### config.mk
export PLATFORM = sky130hd
export DESIGN_NAME = trap_sequencer
export DESIGN_NICKNAME = d
export VERILOG_FILES = /design/src/rtl/trap_sequencer.sv
export SDC_FILE = /design/constraint.sdc
export NUM_CORES = 1
export LEC_CHECK = 0
export BUFFER_PORTS_ARGS = -buffer_cell sky130_fd_sc_hd__buf_2
export CAP_MARGIN = 15
export CELL_PAD_IN_SITES_DETAIL_PLACEMENT = 1
export CELL_PAD_IN_SITES_GLOBAL_PLACEMENT = 2
export CORE_AREA = 2 2 214 216
export DETAILED_ROUTE_END_ITERATION = 10
export DIE_AREA = 0 0 216 218
export PLACE_DENSITY_LB_ADDON = 0.2
export SYNTH_ARGS = -nofsm -noshare
export SYNTH_HDL_FRONTEND = slang
export SYNTH_SLANG_ARGS = --single-unit
### constraint.sdc
create_clock -name i_clk -period 4.9 [get_ports i_clk]
set_input_delay 0.98 -clock i_clk [delete_from_list [all_inputs] [get_ports i_clk]]
set_output_delay 0.98 -clock i_clk [all_outputs]
set_load 0.03 [all_outputs]
### src/rtl/trap_sequencer.sv
// Machine-mode trap entry/exit sequencer: serialises mepc/mcause/mtval/mstatus writes and redirects
// fetch. Optional macro TRAP_MTVAL_EN adds the W_MTVAL state and the captured tval register.

`ifndef XLEN_64b
`define XLEN_64b 2
`endif
`ifndef MACHINE
`define MACHINE 2'b11
`endif
`ifndef NO_E
`define NO_E 4'hF
`endif
`ifndef E_FETCH_MISALIGNED
`define E_FETCH_MISALIGNED 4'd0
`endif
`ifndef E_ILLEGAL_INSTR
`define E_ILLEGAL_INSTR 4'd2
`endif
`ifndef E_LOAD_MISALIGNED
`define E_LOAD_MISALIGNED 4'd4
`endif
`ifndef E_LOAD_ACCESS_FAULT
`define E_LOAD_ACCESS_FAULT 4'd5
`endif
`ifndef E_STORE_MISALIGNED
`define E_STORE_MISALIGNED 4'd6
`endif
`ifndef E_STORE_ACCESS_FAULT
`define E_STORE_ACCESS_FAULT 4'd7
`endif
`ifndef E_ECALL
`define E_ECALL 4'd8
`endif

module trap_sequencer #(
    parameter int unsigned XLEN         = `XLEN_64b,
    parameter int unsigned DRAIN_CYCLES = 2
) (
    input  logic                        i_clk,
    input  logic                        i_rst,
    input  logic [3:0]                  i_exception_code_f,
    input  logic [3:0]                  i_exception_code_e,
    input  logic [(1 << (XLEN+4))-1:0]  i_pc_f,
    input  logic [(1 << (XLEN+4))-1:0]  i_pc_e,
    input  logic [(1 << (XLEN+4))-1:0]  i_alu_out_e,
    input  logic                        i_mret_e,
    input  logic [(1 << (XLEN+4))-1:0]  i_mtvec,
    input  logic [(1 << (XLEN+4))-1:0]  i_mepc,
    input  logic [(1 << (XLEN+4))-1:0]  i_mstatus,
    output logic                        o_csr_we,
    output logic [11:0]                 o_csr_waddr,
    output logic [(1 << (XLEN+4))-1:0]  o_csr_wdata,
    output logic                        o_flush,
    output logic                        o_stall_f,
    output logic                        o_pc_redirect_en,
    output logic [(1 << (XLEN+4))-1:0]  o_pc_redirect,
    output logic [1:0]                  o_current_privilege,
    output logic                        o_disable_exceptions_1cc,
    output logic                        o_busy
);
    localparam int unsigned W    = 1 << (XLEN + 4);
    localparam int unsigned CntW = (DRAIN_CYCLES > 0) ? $clog2(DRAIN_CYCLES + 1) : 1;

    typedef enum logic [2:0] {
        StIdle,
        StDrain,
        StWMepc,
        StWMcause,
`ifdef TRAP_MTVAL_EN
        StWMtval,
`endif
        StWMstatus,
        StRedirect,
        StMretWr
    } state_e;

    state_e          state_q, state_d;
    logic [1:0]      priv_q, priv_d;
    logic [W-1:0]    epc_q, epc_d;
    logic [3:0]      cause_q, cause_d;
    logic [CntW-1:0] cnt_q, cnt_d;
    logic [W-1:0]    redirect_q, redirect_d;
    logic            dis_q;
`ifdef TRAP_MTVAL_EN
    logic [W-1:0]    tval_q, tval_d;
    logic            unused_inputs;
    assign unused_inputs = ^i_mtvec[1:0];
`else
    logic            unused_inputs;
    assign unused_inputs = ^{i_mtvec[1:0], i_alu_out_e};
`endif

    // Exception codes share the mcause numbering; only ecall depends on privilege.
    function automatic logic [3:0] map_cause(input logic [3:0] code, input logic [1:0] priv);
        if (code == `E_ECALL) return 4'd8 + {2'b00, priv};
        return code;
    endfunction

    logic       sample_en, e_evt, mret_evt, f_evt;
    logic [3:0] e_code;
    logic [W-1:0] mstatus_trap, mstatus_mret;

    assign sample_en = (state_q == StIdle || state_q == StDrain) && !dis_q;
    assign e_evt     = (i_exception_code_e != `NO_E) || (i_mret_e && priv_q != `MACHINE);
    assign e_code    = (i_exception_code_e != `NO_E) ? i_exception_code_e : `E_ILLEGAL_INSTR;
    assign mret_evt  = i_mret_e && priv_q == `MACHINE;
    assign f_evt     = i_exception_code_f != `NO_E;

    always_comb begin
        mstatus_trap         = i_mstatus;
        mstatus_trap[7]      = i_mstatus[3];
        mstatus_trap[3]      = 1'b0;
        mstatus_trap[12:11]  = priv_q;
        mstatus_mret         = i_mstatus;
        mstatus_mret[3]      = i_mstatus[7];
        mstatus_mret[7]      = 1'b1;
        mstatus_mret[12:11]  = 2'b00;
    end

    always_comb begin
        state_d     = state_q;
        priv_d      = priv_q;
        epc_d       = epc_q;
        cause_d     = cause_q;
        cnt_d       = cnt_q;
        redirect_d  = redirect_q;
`ifdef TRAP_MTVAL_EN
        tval_d      = tval_q;
`endif
        o_csr_we    = 1'b0;
        o_csr_waddr = 12'h000;
        o_csr_wdata = '0;
        unique case (state_q)
            StIdle, StDrain: begin
                if (state_q == StDrain) begin
                    cnt_d = cnt_q - 1'b1;
                    if (cnt_q <= CntW'(1)) state_d = StWMepc;
                end
                if (sample_en) begin
                    // An E exception is older than a pending F exception and replaces it.
                    if (e_evt) begin
                        epc_d   = i_pc_e;
                        cause_d = map_cause(e_code, priv_q);
`ifdef TRAP_MTVAL_EN
                        tval_d  = (e_code >= `E_LOAD_MISALIGNED &&
                                   e_code <= `E_STORE_ACCESS_FAULT) ? i_alu_out_e : '0;
`endif
                        state_d = StWMepc;
                    end else if (mret_evt) begin
                        state_d = StMretWr;
                    end else if (f_evt && state_q == StIdle) begin
                        epc_d   = i_pc_f;
                        cause_d = map_cause(i_exception_code_f, priv_q);
`ifdef TRAP_MTVAL_EN
                        tval_d  = (i_exception_code_f == `E_FETCH_MISALIGNED) ? i_pc_f : '0;
`endif
                        cnt_d   = CntW'(DRAIN_CYCLES);
                        state_d = (DRAIN_CYCLES == 0) ? StWMepc : StDrain;
                    end
                end
            end
            StWMepc: begin
                o_csr_we    = 1'b1;
                o_csr_waddr = 12'h341;
                o_csr_wdata = epc_q;
                state_d     = StWMcause;
            end
            StWMcause: begin
                o_csr_we    = 1'b1;
                o_csr_waddr = 12'h342;
                o_csr_wdata = {{(W-4){1'b0}}, cause_q};
`ifdef TRAP_MTVAL_EN
                state_d     = StWMtval;
            end
            StWMtval: begin
                o_csr_we    = 1'b1;
                o_csr_waddr = 12'h343;
                o_csr_wdata = tval_q;
`endif
                state_d     = StWMstatus;
            end
            StWMstatus: begin
                o_csr_we    = 1'b1;
                o_csr_waddr = 12'h300;
                o_csr_wdata = mstatus_trap;
                priv_d      = `MACHINE;
                redirect_d  = {i_mtvec[W-1:2], 2'b00};
                state_d     = StRedirect;
            end
            StMretWr: begin
                o_csr_we    = 1'b1;
                o_csr_waddr = 12'h300;
                o_csr_wdata = mstatus_mret;
                priv_d      = i_mstatus[12:11];
                redirect_d  = i_mepc;
                state_d     = StRedirect;
            end
            StRedirect: state_d = StIdle;
            default:    state_d = StIdle;
        endcase
    end

    always_ff @(posedge i_clk) begin
        if (i_rst) begin
            state_q    <= StIdle;
            priv_q     <= `MACHINE;
            epc_q      <= '0;
            cause_q    <= '0;
            cnt_q      <= '0;
            redirect_q <= '0;
            dis_q      <= 1'b0;
`ifdef TRAP_MTVAL_EN
            tval_q     <= '0;
`endif
        end else begin
            state_q    <= state_d;
            priv_q     <= priv_d;
            epc_q      <= epc_d;
            cause_q    <= cause_d;
            cnt_q      <= cnt_d;
            redirect_q <= redirect_d;
            dis_q      <= (state_q == StRedirect);
`ifdef TRAP_MTVAL_EN
            tval_q     <= tval_d;
`endif
        end
    end

    assign o_busy                   = (state_q != StIdle);
    assign o_stall_f                = (state_q != StIdle);
    assign o_flush                  = (state_q != StIdle) && (state_q != StDrain);
    assign o_pc_redirect_en         = (state_q == StRedirect);
    assign o_pc_redirect            = (state_q == StRedirect) ? redirect_q : '0;
    assign o_current_privilege      = priv_q;
    assign o_disable_exceptions_1cc = dis_q;

endmodule
==> results.sh <==
export IMPL_outcome="finished clean"
export IMPL_drive_gt1_share_pct=41.35
export IMPL_synth_top_cells_by_area="dfxtp_1, mux2i_1, a211oi_1"
export IMPL_cts_htree_levels=4
export IMPL_sw_frac_of_total_pct=34.79
export IMPL_required_ns=3.92
export IMPL_grt_pass1_vias=8177
export IMPL_grt_max_degree=190
export IMPL_rsz0062_at_grt="false"
export IMPL_fmax_mhz=279.0
export IMPL_grt_ovfl_total=0
export IMPL_wl_per_cell_um=18.82
export IMPL_clock_root_buffer="clkbuf_16"
export IMPL_core_mm2=0.04489
export IMPL_place_ws_ns=1.604
export IMPL_area_sequential_mm2=0.002808
export IMPL_met2_usage_pct=23.78
export IMPL_critPathArrivalTime_ns=2.60
export IMPL_multiInputGateArea_mm2=0.004320
export IMPL_placementRows=78
export IMPL_die_x_um=216
export IMPL_dp_hpwl_um=25190
export IMPL_slew_headroom_pct=34.98
export IMPL_p_per_area_mw_per_mm2=340.9
export IMPL_min_period_ns=3.584
export IMPL_finalSetupViolCount=0
export IMPL_place_port_buffers=469
export IMPL_crit_fanout=46
export IMPL_peakVddDrop_mv=0.1280
export IMPL_start_util_pct=16.89
export IMPL_netlist_instances=847
export IMPL_instances_no_fill=1860
export IMPL_antennaDiodeCount=0
export IMPL_vias=8007
export IMPL_synthArstFlopShare_pct=0
export IMPL_holdCritPathClass="flip-flop to flip-flop"
export IMPL_drc=0
export IMPL_max_cap_violations=0
export IMPL_fillers=5423
export IMPL_fin_skew_ns=0.005493
export IMPL_tightest_slew_ns=0.9752
export IMPL_clock_latency_ns=0.43
export IMPL_gp_congestion=0.7197
export IMPL_ys_ff_latch=140
export IMPL_cts_sinks=140
export IMPL_antenna_found_initial=4
export IMPL_clock_power_share_pct=34.2
export IMPL_tns_ns=0
export IMPL_busiest_layer="met2"
export IMPL_grt_first_pass_wirelength_um=51670
export IMPL_p_leak_nw=5.036
export IMPL_critPathCaptureType="output pin"
export IMPL_syn_cell_area_mm2=0.007582
export IMPL_hold_depth=2
export IMPL_grtUsageTotal_pct=14.43
export IMPL_yosysSeqAreaShare_pct=36.96
export IMPL_dominantRegCellSynth="dfxtp_1"
export IMPL_power_switching_mw=1.298
export IMPL_report_final_hold_viol_count=0
export IMPL_startpoint_type="flip-flop"
export IMPL_power_combinational_fraction_pct=29.2
export IMPL_area_delta_synth_final_pct=44.29
export IMPL_p_int_mw=2.432
export IMPL_synth_top_area_share_pct=36.96
export IMPL_yosysTopAreaCell="dfxtp_1"
export IMPL_dp_cells=1828
export IMPL_max_clock_path_buffers=2
export IMPL_wl_um=35000
export IMPL_seqPwrFrac_pct=36.6
export IMPL_via_per_inst=4.305
export IMPL_setup_ws_ns=1.316
export IMPL_layout_commonest_cell="buf_2"
export IMPL_ioPinCount=543
export IMPL_cts_inserted_buffers=17
export IMPL_postCtsHoldBufs=0
export IMPL_grt_util_met1_pct=18.48
export IMPL_initialDrtViolationCount=222
export IMPL_die_area_mm2=0.04709
export IMPL_synth_warnings=0
export IMPL_detail_route_antenna_nets=0
export IMPL_post_cts_buffers=0
export IMPL_fin_nets=1643
export IMPL_slew_violations=0
export IMPL_synth_cell_types=45
export IMPL_first_pass_iters=4
export IMPL_cts_tree="yes"
export IMPL_r2r_cells=5
export IMPL_die_y_um=218
export IMPL_synth_avg_cell_area_um2=8.952
export IMPL_synth_edf_count=0
export IMPL_period_share_pct=73.14
export IMPL_crit_type="flip-flop to output pin"
export IMPL_clkTransAtPathRegs_ns=0.06
export IMPL_use_met3_pct=4.003
export IMPL_cts_resized=0
export IMPL_mostFrequentLayoutCells="buf_2, dfxtp_1, mux2i_1"
export IMPL_power_mw=3.730
worst max-delay path, stage by stage, from the launching register on:
cell and delay (ns):
dfxtp_4 0.62, nand2b_1 0.28, nor2_4 0.44, buf_12 0.30
a22o_1 0.25, buf_2 0.22
synthesized netlist by cell type, types with 3 or more instances:
library cell  count
a211oi_1        128
a21oi_1           6
a22o_1           57
a22oi_1           4
and2_1            5
and3_1           66
buf_1             3
buf_2            21
buf_4            16
clkbuf_1         67
dfxtp_1         140
inv_1             8
mux2i_1         130
nand2_1          12
nand2b_1          3
nor2_1           68
nor2b_1           4
nor3_1           68
o21ai_0          10
final cells by class:
class	count	area share, %
inverter	8	0.2745
multi-input combinational	598	39.49
timing repair buffer	482	22.60
sequential	140	25.66
clock buffer	26	4.563
clock inverter	6	0.5489
tap	600	6.862
power by group through the flow:
stage | clock, mW | sequential [mW] | combinational [mW]
6_report | 1.27 | 1.37 | 1.09
5_1_grt | 1.39 | 1.39 | 1.20
4_1_cts | 1.35 | 1.37 | 1.12
3_5_place_dp | 0 | 1.39 | 1.12
3_3_place_gp | 0 | 1.39 | 1.11
2_1_floorplan | 0 | 1.34 | 0.750
per-stage QoR:
stage | hold WS (ns) | instance area, um^2 | util (%)
2_1_floorplan | 0.4275 | 7605 | -
5_1_grt | 0.4684 | 10940 | 24.37
6_report | 0.4493 | 10940 | 24.37
4_1_cts | 0.4529 | 10940 | 24.37
3_3_place_gp | 0.4363 | 10380 | 23.12
3_5_place_dp | 0.4439 | 10380 | 23.12
sequential cells by signal (all words and copies together), names as in the netlist:
name,count
cause_q,4
cnt_q,2
epc_q,64
o_current_privilege,2
o_disable_exceptions_1cc,1
redirect_q,64
state_q,3
cell families (layout without fill, tap and decap cells):
group	Yosys count	in the layout	share of synthesized area, %
buffers and inverters	115	522	6.832
AND/OR/NAND/NOR	240	240	16.40
adder cells (fa/ha/maj)	1	1	0.1650
XOR/XNOR	1	1	0.1155
multiplexers	131	131	17.31
other	1	7	0.04946
AO/OA/AOI/OAI	218	218	22.16
flip-flops	140	140	36.96
path summary, 6_finish.rpt:
kind,from,end,slack (ns)
worst max register to register,state_q[1]$_SDFF_PP0_,epc_q[44]$_SDFFE_PP0P_,2.04
worst min register to register,redirect_q[1]$_SDFFE_PP0N_,redirect_q[1]$_SDFFE_PP0N_,0.45
worst max-delay path,state_q[1]$_SDFF_PP0_,o_csr_wdata[35],1.32
worst min-delay path,redirect_q[1]$_SDFFE_PP0N_,redirect_q[1]$_SDFFE_PP0N_,0.45
metal layers:
layer,wire length (um),up-vias
met3,2300,25
met2,16300,283
met4,334,8
li1,-,3971
met5,63,-
met1,16000,3720
No activity file was read; power rests on OpenSTA's default activity.
